**config.mk**
```make
export PLATFORM = sky130hd
export DESIGN_NAME = pipelined_adder
export DESIGN_NICKNAME = d
export VERILOG_FILES = /design/src/rtl/pipelined_adder_pkg.sv /design/src/rtl/full_adder.sv /design/src/rtl/pipelined_adder_pipe_stage.sv /design/src/rtl/pipelined_adder.sv
export SDC_FILE = /design/constraint.sdc
export NUM_CORES = 1
export LEC_CHECK = 0
export CORE_MARGIN = 3
export CORE_UTILIZATION = 45
export CTS_BUF_LIST = sky130_fd_sc_hd__clkbuf_4
export DETAILED_ROUTE_END_ITERATION = 16
export GPL_TIMING_DRIVEN = 0
export REMOVE_ABC_BUFFERS = 1
export SYNTH_ARGS = -nofsm -noshare
export SYNTH_HDL_FRONTEND = slang
export SYNTH_HIERARCHICAL = 1
export SYNTH_SLANG_ARGS = --single-unit
```
**constraint.sdc**
```tcl
create_clock -name clk -period 3.4 [get_ports clk]
set_input_delay 0.68 -clock clk [delete_from_list [all_inputs] [get_ports clk]]
set_output_delay 0.68 -clock clk [all_outputs]
set_load 0.02 [all_outputs]
```
**src/rtl/pipelined_adder_pkg.sv**
```systemverilog
// Shared constants, chunk-size helper and the per-stage payload carried down the adder pipeline.
package pipelined_adder_pkg;

    localparam int PA_DEFAULT_WIDTH  = 12;
    localparam int PA_DEFAULT_STAGES = 3;
    // Payload fields are sized for the widest supported adder; unused upper bits stay zero.
    localparam int PA_MAX_WIDTH      = 64;

    function automatic int pa_chunk(input int width, input int stages);
        return (stages > 0) ? (width / stages) : width;
    endfunction

    typedef struct packed {
        logic                    valid;
        logic                    carry;
        logic                    ovf;
        logic [PA_MAX_WIDTH-1:0] sum;
        logic [PA_MAX_WIDTH-1:0] a;
        logic [PA_MAX_WIDTH-1:0] b;
    } pa_stage_t;

endpackage

```
**src/rtl/full_adder.sv**
```systemverilog
// Single-bit full adder cell; the ripple chunks are built from these.
module full_adder (
    input  logic i_a,
    input  logic i_b,
    input  logic i_cin,
    output logic o_s,
    output logic o_cout
);

    assign o_s    = i_a ^ i_b ^ i_cin;
    assign o_cout = (i_a & i_b) | (i_cin & (i_a ^ i_b));

endmodule

```
**src/rtl/pipelined_adder_pipe_stage.sv**
```systemverilog
// One pipeline stage (module adder_pipe_stage): CHUNK-bit ripple add on its slice, registered with hold.
// The signed-overflow bit is produced here only when PIPELINED_ADDER_OVF_EN is defined.
module adder_pipe_stage
    import pipelined_adder_pkg::*;
#(
    parameter int WIDTH = PA_DEFAULT_WIDTH,
    parameter int CHUNK = pa_chunk(PA_DEFAULT_WIDTH, PA_DEFAULT_STAGES),
    parameter int IDX   = 0
) (
    input  logic      clk,
    input  logic      rst_n,
    input  logic      i_advance,
    input  pa_stage_t i_pay,
    output pa_stage_t o_pay
);

    localparam int LO = IDX * CHUNK;

    logic [CHUNK:0]   w_c;
    logic [CHUNK-1:0] w_sum;
    pa_stage_t        w_next;
    pa_stage_t        r_pay;

    if (LO + CHUNK > WIDTH) begin : g_bad_slice
        $error("adder_pipe_stage: slice exceeds operand width");
    end

    assign w_c[0] = i_pay.carry;

    for (genvar j = 0; j < CHUNK; j++) begin : g_fa
        full_adder u_fa (
            .i_a    (i_pay.a[LO+j]),
            .i_b    (i_pay.b[LO+j]),
            .i_cin  (w_c[j]),
            .o_s    (w_sum[j]),
            .o_cout (w_c[j+1])
        );
    end

    // Consumed operand slices are zeroed so only the not-yet-added chunks travel onward.
    always_comb begin
        w_next                  = i_pay;
        w_next.carry            = w_c[CHUNK];
        w_next.sum[LO +: CHUNK] = w_sum;
        w_next.a[LO +: CHUNK]   = '0;
        w_next.b[LO +: CHUNK]   = '0;
`ifdef PIPELINED_ADDER_OVF_EN
        if (LO + CHUNK == WIDTH) begin
            w_next.ovf = (i_pay.a[WIDTH-1] == i_pay.b[WIDTH-1]) &&
                         (w_sum[CHUNK-1] != i_pay.a[WIDTH-1]);
        end
`endif
    end

    always_ff @(posedge clk or negedge rst_n) begin
        if (!rst_n) begin
            r_pay <= '0;
        end else if (i_advance) begin
            r_pay <= w_next;
        end
    end

    assign o_pay = r_pay;

endmodule

```
**src/rtl/pipelined_adder.sv**
```systemverilog
// STAGES-deep pipelined WIDTH-bit adder, S = A + B + CIN with carry-out in S[WIDTH].
// Optional OVF (two's-complement overflow) output when PIPELINED_ADDER_OVF_EN is defined.
module pipelined_adder
    import pipelined_adder_pkg::*;
#(
    parameter int WIDTH  = PA_DEFAULT_WIDTH,
    parameter int STAGES = PA_DEFAULT_STAGES
) (
    input  logic             clk,
    input  logic             rst_n,
    input  logic [WIDTH-1:0] A,
    input  logic [WIDTH-1:0] B,
    input  logic             CIN,
    input  logic             in_valid,
    output logic             in_ready,
    output logic [WIDTH:0]   S,
    output logic             out_valid,
    input  logic             out_ready
`ifdef PIPELINED_ADDER_OVF_EN
    ,
    output logic             OVF
`endif
);

    localparam int CHUNK = pa_chunk(WIDTH, STAGES);

    if (WIDTH < 1 || STAGES < 1 || WIDTH > PA_MAX_WIDTH || (WIDTH % STAGES) != 0) begin : g_bad_params
        $error("pipelined_adder: WIDTH must be >= 1, <= PA_MAX_WIDTH and a multiple of STAGES");
    end

    pa_stage_t w_pay_in;
    pa_stage_t w_pay_out [STAGES];
    pa_stage_t w_last;
    logic      w_advance;
    logic      w_unused_bits;

    // Handshake: a transfer happens on any edge where valid && ready. All stages move in
    // lockstep on w_advance; in_ready depends only on out_valid/out_ready, never on in_valid.
    assign w_last    = w_pay_out[STAGES-1];
    assign w_advance = !w_last.valid || out_ready;
    assign in_ready  = w_advance;

    always_comb begin
        w_pay_in       = '0;
        w_pay_in.valid = in_valid;
        w_pay_in.carry = CIN;
        w_pay_in.a     = PA_MAX_WIDTH'(A);
        w_pay_in.b     = PA_MAX_WIDTH'(B);
    end

    for (genvar k = 0; k < STAGES; k++) begin : g_stage
        pa_stage_t w_in;
        if (k == 0) begin : g_first
            assign w_in = w_pay_in;
        end else begin : g_next
            assign w_in = w_pay_out[k-1];
        end

        adder_pipe_stage #(
            .WIDTH (WIDTH),
            .CHUNK (CHUNK),
            .IDX   (k)
        ) u_stage (
            .clk       (clk),
            .rst_n     (rst_n),
            .i_advance (w_advance),
            .i_pay     (w_in),
            .o_pay     (w_pay_out[k])
        );
    end

    assign S         = {w_last.carry, w_last.sum[WIDTH-1:0]};
    assign out_valid = w_last.valid;
`ifdef PIPELINED_ADDER_OVF_EN
    assign OVF       = w_last.ovf;
`endif

    // Final-stage operand slices are all consumed; fold them away explicitly.
    assign w_unused_bits = ^{w_last.a, w_last.b, w_last.sum, w_last.ovf};

endmodule

```
==> impl_metrics.csv, run 1 <==
group,metric,value,unit
final_layout,drive_gt1_frac,0.379,
final_layout,antenna_cells,0,
clock_tree,hold_buffers,0,
die,core,0.00530,mm^2
final_layout,largest_reg_flops,54,
clock_tree,htree_levels,2,
pwr,p_per_area,833,mW/mm^2
pwr,ir_drop,0.338,mV
placed_design,hpwl,2570,um
die,rows,26,
setup_path,end_kind,"primary output",
pwr,total_leakage_power,0.00134,uW
timing,skew,18.8,ps
die,die_x,81.3,um
drt,drc,0,
die,dieArea,0.00661,mm^2
global_route,grt_pass1_wl,6590,um
final_layout,final_cell_mix,"dfrtp_1 (54), clkdlybuf4s50_1 (42), mux2_4 (36), mux2_2 (18), fa_1 (12)",
drt,postRouteAntennaNets,0,
placed_design,dp_cells,235,
placed_design,dp_slack,84.2,ps
timing,drv_slew,0,
drt,vias,1178,
timing,layout_setup_ws,419,ps
clock_tree,cts_buffers,5,
global_route,grt_start_max_net_pins,56,
global_route,antenna_found_initial,0,
die,ios,44,
clock_tree,cts_tree,"yes",
run,drv_cap,0,
final_layout,finalNonFillerCells,244,
drt,drt_wl_total,3880,um
placed_design,place_congestion,0.637,
yosys,syn_area,0.00255,mm^2
yosys,syn_inst,141,
pwr,p_int,1690,uW
clock_tree,cts.clk_slew.worst_paths,150,ps
final_layout,layout.nets,214,
yosys,syn_avg_cell_area,18.1,um^2
outcome,status,"completed",
setup_path,worstPathRequired,2720,ps
timing,tightest_slew,978,ps
global_route,grt.overflow.total,0,
die,initial_core_util,0.482,
drt,vias_per_cell,4.83,
pwr,p_comb_frac,0.449,
drt,drt_iter0_markers,64,
timing,period_minus_slack,2980,ps
timing,hold_viol_final,0,
clock_tree,cts_setup_buffers,0,
setup_path,crit_type,"in -> out",
pwr,p_sw_frac,0.313,
placed_design,io_buffers,43,
final_layout,fillCellCount,440,
timing,whs,181,ps
clock_tree,clkLatencyLatePin,370,ps
timing,rsz0062_at_grt,"no",
setup_path,cp_max_fo,28,
yosys,ys_warn_count,6,
drt,wl_per_cell,15.9,um
timing,min_period_over_period,0.877,
clock_tree,clockBufferDepth,2,
pwr,p_switching,768,uW
pwr,p_seq_frac,0.438,
timing,finalSetupViolCount,0,
drt,dr.pass1.iters,2,
setup_path,worstPathArrival,2300,ps
setup_path,cp-start-kind,"primary input",
global_route,grt_usage,0.132,
timing,max_freq,335,MHz
clock_tree,cts-root-buf,"clkbuf_4",
clock_tree,clock_sinks,54,
timing,relSlewSlack,0.348,
global_route,grt_pass1_vias,1344,
hold_path,worstHoldPathType,"in -> async",
final_layout,area_delta_synth_final,15.4,%
die,die_height,81.3,um
final_layout,layout_commonest_cell,"dfrtp_1",
clock_tree,cts_resized,0,
pwr,p_clk_frac,0.113,
## critical path: stages
cell	delay, ps
clkdlybuf4s50_1	490
nand2b_4	420
clkdlybuf4s50_1	690
## final cells by class
type                            instances  area (um^2)  area share
Tap cell                               70         87.6      0.0297
Clock buffer                            5         37.5      0.0127
Multi-Input combinational cell         68         1010       0.341
Timing Repair Buffer                   44          445       0.151
Clock inverter                          3         18.8     0.00637
Sequential cell                        54         1350       0.459
## layer usage
metal	up-vias	routed length, um	global-route usage
li1	526	-	-
met1	617	1730	0.185
met2	30	1930	0.203
met3	5	183	0.0377
met4	0	35	0.0355
met5	-	0	0
## metrics by stage
stage | utilization | power (uW) | cell area [um^2] | TNS, ps
floorplan | - | 1860 | 2340 | 0
global placement | 0.539 | 2200 | 2860 | -31310
detailed placement | 0.543 | 2200 | 2880 | 0
CTS | 0.554 | 2490 | 2940 | 0
global route | 0.556 | 2640 | 2950 | 0
finish | 0.556 | 2450 | 2950 | 0
## power by group through the flow
| stage | clock network, uW | registers [uW] | logic, uW |
|---|---|---|---|
| after floorplan | 0 | 1150 | 714 |
| after global placement | 0 | 1070 | 1130 |
| after detailed placement | 0 | 1090 | 1110 |
| after CTS | 298 | 1080 | 1120 |
| after global routing | 330 | 1110 | 1200 |
| final | 278 | 1070 | 1100 |
## final timing paths
kind                                                from                       endpoint  slack [ps]  depth (start not counted)
max                                            out_ready                       in_ready         420                          3
min reg2reg                g_stage[1].u_stage/o_pay[194]  g_stage[2].u_stage/o_pay[194]         510                          1
max reg2reg                 g_stage[0].u_stage/o_pay[68]  g_stage[1].u_stage/o_pay[135]         910                          5
min                                                rst_n  g_stage[2].u_stage/o_pay[194]         180                          1
max in group asynchronous                          rst_n  g_stage[2].u_stage/o_pay[129]        2700                          2
min in group clk           g_stage[1].u_stage/o_pay[194]  g_stage[2].u_stage/o_pay[194]         510                          1
Power figures use the tool's default switching activity.
==> run 2, diff against run 1 <==
--- a/config.mk
+++ b/config.mk
@@ -6,11 +6,14 @@
 export NUM_CORES = 1
 export LEC_CHECK = 0
 export CORE_MARGIN = 3
-export CORE_UTILIZATION = 45
+export CORE_UTILIZATION = 50
 export CTS_BUF_LIST = sky130_fd_sc_hd__clkbuf_4
+export CTS_CLUSTER_DIAMETER = 60
 export DETAILED_ROUTE_END_ITERATION = 16
 export GPL_TIMING_DRIVEN = 0
+export PLACE_DENSITY = 0.66
 export REMOVE_ABC_BUFFERS = 1
+export SETUP_SLACK_MARGIN = 0.02
 export SYNTH_ARGS = -nofsm -noshare
 export SYNTH_HDL_FRONTEND = slang
 export SYNTH_HIERARCHICAL = 1
==> run 2 against run 1 <==
Net effect: first-iteration DRC count decreased by 58%; via count is 0.42% higher; sequential power barely moved; flip-flop and latch count unchanged; setup slack got worse by 2.3 ps; fmax barely moved; critical endpoint unchanged; largest cell class unchanged.
==> impl_metrics.csv, run 2 (synthesis gave the netlist of run 1 again) <==
group,metric,value,unit
outcome,status,"completed",
setup_path,cp_num_buf_inv,2,
clock_tree,htree_levels,2,
setup_path,crit_cells,3,
die,initial_core_util,0.530,
timing,period_minus_slack,2980,ps
setup_path,r2r_start,"g_stage[1].u_stage/o_pay[72]",
drt,drt_iter0_markers,27,
final_layout,ff_latch_area,0.00135,mm^2
setup_path,crit_path_top_delay_cell,"clkdlybuf4s50_1",
placed_design,place_congestion,0.685,
hold_path,worstHoldPathType,"in -> async",
final_layout,antenna_cells,0,
placed_design,io_buffers,43,
clock_tree,hold_buffers,0,
die,die_x,77.5,um
placed_design,dp_cells,232,
setup_path,max_stage_delay,700,ps
drt,vias_per_cell,4.91,
pwr,p_sw_frac,0.295,
global_route,grt_util_met1,0.186,
setup_path,worstPathRequired,2720,ps
drt,postRouteAntennaNets,0,
clock_tree,clockBufferDepth,2,
final_layout,largest_reg_flops,54,
timing,tightest_slew,970,ps
timing,drv_slew,0,
global_route,met3_usage,0.0429,
global_route,grt_start_max_net_pins,56,
die,dieArea,0.00600,mm^2
final_layout,drive_gt1_frac,0.374,
setup_path,r2r_slack,920,ps
pwr,p_int,1840,uW
timing,whs,335,ps
die,core,0.00482,mm^2
final_layout,finalNonFillerCells,241,
run,drv_cap,0,
setup_path,crit_chain,"clkdlybuf4s50_1, nand2b_4, clkdlybuf4s50_1",
pwr,ir_drop,0.434,mV
drt,vias,1183,
drt,drc,0,
clock_tree,cts.clk_slew.worst_paths,150,ps
pwr,p_seq_frac,0.413,
setup_path,cp-endpoint,"in_ready",
global_route,grt.overflow.total,0,
setup_path,ff2ff_path_depth,5,
pwr,p_clk_frac,0.160,
setup_path,r2r_end,"g_stage[2].u_stage/o_pay[139]",
final_layout,fin_util,0.622,
die,die_height,77.5,um
setup_path,crit_start,"out_ready",
timing,finalSetupViolCount,0,
final_layout,fillCellCount,373,
clock_tree,clkLatencyLatePin,360,ps
die,rows,25,
drt,dr.pass1.iters,2,
clock_tree,cts_tree,"yes",
final_layout,final_cell_mix,"dfrtp_1 (54), clkdlybuf4s50_1 (42), mux2_4 (36), mux2_2 (18), fa_1 (12)",
global_route,antenna_found_initial,0,
drt,wl_per_cell,16.1,um
setup_path,crit_type,"in -> out",
timing,min_period_over_period,0.877,
setup_path,cp_max_fo,28,
pwr,p_comb_frac,0.426,
clock_tree,cts_resized,0,
setup_path,worstPathArrival,2300,ps
pwr,p_switching,768,uW
timing,max_freq,335,MHz
final_layout,layout.nets,214,
clock_tree,cts_setup_buffers,0,
drt,drt_wl_total,3870,um
timing,skew,9.61,ps
pwr,p_per_area,869,mW/mm^2
timing,hold_viol_final,0,
clock_tree,cts_buffers,5,
global_route,grt-busiest-layer,"met2",
global_route,grt_util_met2,0.222,
die,ios,44,
clock_tree,cts-root-buf,"clkbuf_4",
setup_path,end_kind,"primary output",
placed_design,hpwl,2600,um
final_layout,multi_input_area,0.00101,mm^2
setup_path,path_common_cell,"clkdlybuf4s50_1",
global_route,grt_usage,0.143,
pwr,total_leakage_power,0.00136,uW
final_layout,area_delta_synth_final,17.3,%
final_layout,layout_commonest_cell,"dfrtp_1",
clock_tree,clock_sinks,54,
setup_path,cp-start-kind,"primary input",
global_route,grt_pass1_vias,1392,
timing,rsz0062_at_grt,"no",
timing,relSlewSlack,0.353,
setup_path,cp_top_family,"buffers and inverters",
global_route,grt_pass1_wl,6710,um
run 2: changes by cell type in the layout (fill, tap and decap cells not counted), sizes merged:
cell    before  now
bufinv       0    2
inv          1    0
clkinv       2    1
run 2: metrics by stage:
step / setup WS, ps / TNS, ps / instance area, um^2 / total power (uW)
after floorplan: 79.8 / 0 / 2340 / 1860
after global routing: 344 / 0 / 3000 / 2780
after CTS: 80.8 / 0 / 2990 / 2640
after global placement: -1650 / -30680 / 2860 / 2190
final: 417 / 0 / 3000 / 2600
after detailed placement: 82.0 / 0 / 2890 / 2210
run 2: layout make-up:
class,count,share of cell area
well taps,67,0.0280
repair buffers,44,0.151
multi-input cells,68,0.336
flip-flops and latches,54,0.451
clock inverters,3,0.0213
clock buffers,5,0.0125
run 2: routing by layer:
layer  wire length, um  vias up
met5                 0        -
met4                75        0
met3               164        9
met2              1970       28
met1              1660      617
li1                  -      529
run 2: power by group through the flow:
stage / clock network (uW) / registers (uW) / logic (uW)
after floorplan: 0 / 1150 / 714
after global placement: 0 / 1070 / 1120
after detailed placement: 0 / 1090 / 1120
after CTS: 428 / 1080 / 1130
after global routing: 458 / 1120 / 1200
final: 417 / 1080 / 1110
run 2: worst min path at each step:
stage                     cells past startpoint                       endpoint  slack [ps]                          from
after floorplan                               0   g_stage[0].u_stage/o_pay[10]         380                         rst_n
after global placement                        1    g_stage[1].u_stage/o_pay[9]         480   g_stage[0].u_stage/o_pay[9]
after detailed placement                      1   g_stage[1].u_stage/o_pay[11]         500  g_stage[0].u_stage/o_pay[11]
after CTS                                     1  g_stage[1].u_stage/o_pay[130]         340                         rst_n
after global routing                          1  g_stage[1].u_stage/o_pay[130]         340                         rst_n
final                                         1  g_stage[1].u_stage/o_pay[130]         330                         rst_n
